## src/rtl/gate_bist_pkg.sv

```systemverilog
// Shared types and helpers for the AND/OR gate block self-test sequencer.
package gate_bist_pkg;

  typedef enum logic [2:0] {
    IDLE,
    APPLY,
    WAIT,
    CHECK,
    DONE
  } state_t;

  localparam int unsigned NUM_VECTORS = 4;

  // Golden response of a healthy gate block: {and, or} for vector {a, b}.
  function automatic logic [1:0] golden(input logic [1:0] vec);
    return {vec[1] & vec[0], vec[1] | vec[0]};
  endfunction

endpackage

```

## src/rtl/gate_bist_ctrl.sv

```systemverilog
// Built-in self-test sequencer: sweeps {a,b} over all four vectors for
// NUM_PASSES passes, checks the gate block's and/or outputs after a settle
// delay, and reports pass/fail, a saturating error count and the first
// failing vector.
module gate_bist_ctrl
  import gate_bist_pkg::*;
#(
  parameter int unsigned NUM_PASSES    = 1,
  parameter int unsigned SETTLE_CYCLES = 1,
  parameter int unsigned ERR_W         = 4
) (
  input  logic             clk,
  input  logic             rst,
  input  logic             start,
  output logic             gate_a,
  output logic             gate_b,
  input  logic             gate_and,
  input  logic             gate_or,
  output logic             busy,
  output logic             done,
  output logic             pass,
  output logic [ERR_W-1:0] err_count,
  output logic [1:0]       first_fail_vec,
  output logic             first_fail_valid
);

  localparam int unsigned PASS_W   = (NUM_PASSES > 1) ? $clog2(NUM_PASSES) : 1;
  localparam int unsigned SETTLE_W = (SETTLE_CYCLES > 0) ? $clog2(SETTLE_CYCLES + 1) : 1;

  localparam logic [PASS_W-1:0]   LAST_PASS   = PASS_W'(NUM_PASSES - 1);
  localparam logic [SETTLE_W-1:0] SETTLE_LOAD = SETTLE_W'(SETTLE_CYCLES);
  localparam logic [1:0]          LAST_VEC    = 2'(NUM_VECTORS - 1);

  state_t              state;
  state_t              state_next;
  logic [1:0]          vec_idx;
  logic [PASS_W-1:0]   pass_cnt;
  logic [SETTLE_W-1:0] settle_cnt;
  logic                mismatch;
  logic                last_vec;

  // One failing vector is counted whether one or both outputs disagree.
  assign mismatch = ({gate_and, gate_or} != golden({gate_a, gate_b}));
  assign last_vec = (vec_idx == LAST_VEC) && (pass_cnt == LAST_PASS);

  assign busy = (state == APPLY) || (state == WAIT) || (state == CHECK);
  assign done = (state == DONE);

  // State register.
  always_ff @(posedge clk) begin
    if (rst) begin
      state <= IDLE;
    end else begin
      state <= state_next;
    end
  end

  // Next-state decode.
  always_comb begin
    state_next = state;
    case (state)
      IDLE:    if (start) state_next = APPLY;
      APPLY:   state_next = (SETTLE_CYCLES > 0) ? WAIT : CHECK;
      WAIT:    if (settle_cnt == SETTLE_W'(1)) state_next = CHECK;
      CHECK:   state_next = last_vec ? DONE : APPLY;
      DONE:    state_next = IDLE;
      default: state_next = IDLE;
    endcase
  end

  // Vector sequencing, settle timing and result capture.
  always_ff @(posedge clk) begin
    if (rst) begin
      gate_a           <= 1'b0;
      gate_b           <= 1'b0;
      vec_idx          <= '0;
      pass_cnt         <= '0;
      settle_cnt       <= '0;
      err_count        <= '0;
      first_fail_vec   <= '0;
      first_fail_valid <= 1'b0;
      pass             <= 1'b0;
    end else begin
      case (state)
        IDLE: begin
          if (start) begin
            err_count        <= '0;
            first_fail_valid <= 1'b0;
            first_fail_vec   <= '0;
            pass_cnt         <= '0;
            vec_idx          <= '0;
            gate_a           <= 1'b0;
            gate_b           <= 1'b0;
          end
        end
        APPLY: settle_cnt <= SETTLE_LOAD;
        WAIT:  settle_cnt <= settle_cnt - SETTLE_W'(1);
        CHECK: begin
          if (mismatch) begin
            if (err_count != '1) err_count <= err_count + ERR_W'(1);
            if (!first_fail_valid) begin
              first_fail_vec   <= {gate_a, gate_b};
              first_fail_valid <= 1'b1;
            end
          end
          if (last_vec) begin
            gate_a <= 1'b0;
            gate_b <= 1'b0;
          end else begin
            vec_idx <= vec_idx + 2'd1;
            if (vec_idx == LAST_VEC) pass_cnt <= pass_cnt + PASS_W'(1);
            {gate_a, gate_b} <= vec_idx + 2'd1;
          end
        end
        DONE: pass <= (err_count == '0);
        default: ;
      endcase
    end
  end

endmodule

```

## config.mk

```make
export PLATFORM = sky130hd
export DESIGN_NAME = gate_bist_ctrl
export DESIGN_NICKNAME = d
export VERILOG_FILES = /design/src/rtl/gate_bist_pkg.sv /design/src/rtl/gate_bist_ctrl.sv
export SDC_FILE = /design/constraint.sdc
export NUM_CORES = 1
export LEC_CHECK = 0
export ABC_AREA = 1
export BUFFER_PORTS_ARGS = -buffer_cell sky130_fd_sc_hd__buf_4
export CAP_MARGIN = 20
export CORE_MARGIN = 3
export CORE_UTILIZATION = 57
export DETAILED_ROUTE_END_ITERATION = 7
export PLACE_DENSITY = 0.86
export SYNTH_ARGS = -nofsm -noshare
export SYNTH_HDL_FRONTEND = slang
export SYNTH_SLANG_ARGS = --single-unit
```

## constraint.sdc

```tcl
create_clock -name clk -period 2.71 [get_ports clk]
set_clock_uncertainty 0.05 [all_clocks]
set_input_delay 0.4065 -clock clk [delete_from_list [all_inputs] [get_ports clk]]
set_output_delay 0.4065 -clock clk [all_outputs]
set_load 0.01 [all_outputs]
```

==> impl_metrics.yaml <==
run_status:
  outcome: "completed"
cts:
  clock_sinks: 17
  postCtsSetupRepairBufs: 0
  htreeDepth: 1
  clk_path_buf_depth: 2
  insertion_delay_ps: 290
  cts-root-buf: "clkbuf_4"
  cts_hold_buf: 0
  cts_tree: "yes"
  cts_buffers: 3
  post_cts_resized: 0
  clk_pin_slew_ps: 100
yosys:
  synth_area_per_cell_um2: 7.187
  synth_ff_type: "dfxtp_1"
  synth_most_common_cell: "nand2_1"
  yosysTopAreaCellShare_pct: 37.88
  synthTopCellsByCount: "nand2_1, nor2_1, dfxtp_1"
  synth_area_leaders: "dfxtp_1, nand2_1, nor2_1"
  postSynthCellCount: 125
  synth_area_um2: 898.4
  async_flop_share_pct: 0
  synth_edf_count: 0
  synth_cell_types: 23
  yosys.area.top_type: "dfxtp_1"
  yosysWarnings: 0
  syn_nets: 133
  synth-seq-area-share_pct: 37.88
  yosys_register_bits: 17
layout:
  finish.instance_area_um2: 1060
  syn_to_final_growth_pct: 17.97
  final_nets: 153
  drive_gt1_share_pct: 20.83
  antenna_cells: 0
power_and_ir_drop:
  leakage_nw: 0.4714
  power_density_nw_per_um2: 582.9
  irDropWorstVdd_uv: 377.5
setup_path:
  rr_worst_depth: 8
  crit_chain: "nor2_2 -> inv_1 -> nor2_1 -> buf_4"
  reg2reg_from: "err_count[1]$_SDFFE_PP0P_"
  cp_slowest_cell: "dfxtp_1"
  critPathBufInv: 2
  critPathMaxStageDelay_ps: 380
  r2r_slack_ps: 1280
  crit_fanout: 5
  cp-end-kind: "output port"
  r2r-end: "err_count[3]$_SDFFE_PP0P_"
  crit_family: "flip-flops"
  critPathArrivalTime_ps: 1280
  critPathLaunchType: "register"
  cp.required_ps: 2250
  critPathKind: "reg -> out"
timing:
  setup_viol: 0
  max_freq_ghz: 0.5764
  fin_crit_sh_pct: 64.02
  rsz0062_at_grt: "no"
  fin_ws_ps: 975.2
  max-slew-margin-rel_pct: 82.04
  worst_pin_slew_ps: 267.7
  tns_ps: 0
  report.final.slew_viol_count: 0
  hold_violations: 0
  whs_ps: 281.4
  period_minus_slack_ps: 1735
floorplanning:
  die_x_um: 45.70
  dieArea_um2: 2088
  core-area_um2: 1383
  start_util_pct: 64.98
  die_height_um: 45.70
  pin_count: 17
  rows: 13
grt:
  antenna_found_initial: 0
  grt_pass1_wl_um: 3118
  grt_pass1_vias: 762
  track_usage_pct: 20.34
  grt_max_degree: 11
  grt-ovfl-total: 0
hold_path:
  hold_end: "err_count[2]$_SDFFE_PP0P_"
  holdPathStages: 2
  hold_class: "in -> reg"
  min-delay-start: "rst"
route:
  drtPass1Iterations: 5
  drt_wl_total_um: 1854
  drcViolationCount: 0
  via_per_inst: 5.346
  drt-wirelength-per-cell_um: 11.66
  vias: 850
  drtIter0Drc: 16
  ant_nets: 0
place:
  dp_hpwl_um: 1400
  dpl_cell_area_um2: 1033
  io_buffers: 16
  gp_congestion: 0.7817
  place_ws_ps: 1294
run:
  maxCapViolations: 0
cells in the final DEF, fill, tap and decap left out:
| cell type | Yosys | routed |
|---|---|---|
| nand2_1 | 29 | 29 |
| buf_4 | 0 | 16 |
| nor2_2 | 2 | 2 |
| o2111a_1 | 1 | 1 |
| xnor2_1 | 1 | 1 |
| inv_2 | 2 | 2 |
| clkbuf_4 | 0 | 3 |
| nand4_1 | 1 | 1 |
| clkinv_1 | 1 | 1 |
| inv_1 | 11 | 11 |
| dfxtp_1 | 17 | 17 |
| nand2_2 | 1 | 1 |
| a21oi_4 | 1 | 1 |
| nand3_4 | 3 | 3 |
| o32ai_1 | 1 | 1 |
| a21oi_2 | 1 | 1 |
| clkbuf_1 | 1 | 1 |
| ha_1 | 3 | 3 |
| nand3_1 | 10 | 10 |
| clkinv_4 | 1 | 1 |
| a21oi_1 | 8 | 8 |
| o21ai_0 | 6 | 6 |
| nor2_1 | 22 | 22 |
| and2_1 | 1 | 1 |
| a31oi_1 | 1 | 1 |
per-layer routing:
layer	up-vias	part of all wire (%)	track usage, %
met1	375	46	25.00
met4	0	1.3	7.386
met3	7	4.2	3.557
li1	441	-	-
met5	-	0	0
met2	27	49	35.10
logic make-up after synthesis:
kind of cell,Yosys count,synth area share (%)
and+or+nand+nor,69,36.21
AOI/OAI and AO/OA,19,13.51
adders and majority gates,3,4.179
buffers and inverters,16,7.242
DFF,17,37.88
xor gates and xnor gates,1,0.9751
cell type report:
cell class / count / area, um2
multi-input combinational: 92 / 493.0
fill: 109 / 322.8
tap: 15 / 18.77
timing repair buffer: 16 / 120.1
inverter: 15 / 61.31
clock buffer: 4 / 26.28
sequential: 17 / 340.3
report_power, final:
group | internal (mW) | switching, mW
Combinational | 0.0768 | 0.105
Clock | 0.0572 | 0.0770
Sequential | 0.274 | 0.0269
registers in the layout (all words and copies together) (netlist names):
register / cells
err_count: 4
first_fail_valid: 1
first_fail_vec: 2
gate_a: 1
gate_b: 1
pass: 1
pass_cnt: 1
settle_cnt: 1
state: 3
vec_idx: 2
worst max path at each step:
stage,cells past startpoint,to,start
2_1_floorplan,8,err_count[3]$_SDFFE_PP0P_,err_count[1]$_SDFFE_PP0P_
3_3_place_gp,4,done,state[0]$_SDFFE_PP0P_
3_5_place_dp,4,done,state[0]$_SDFFE_PP0P_
4_1_cts,4,done,state[0]$_SDFFE_PP0P_
5_1_grt,4,done,state[0]$_SDFFE_PP0P_
6_report,4,done,state[0]$_SDFFE_PP0P_
metrics by stage:
stage / utilization [%] / total power, mW / instances
after floorplan: - / 0.4275 / 125
after detailed placement: 74.75 / 0.4882 / 155
final: 76.65 / 0.6177 / 159
after global routing: 76.65 / 0.6629 / 159
after global placement: 74.75 / 0.4812 / 155
after CTS: 76.65 / 0.6229 / 159
Note: power is estimated with default switching activity, not from simulation.
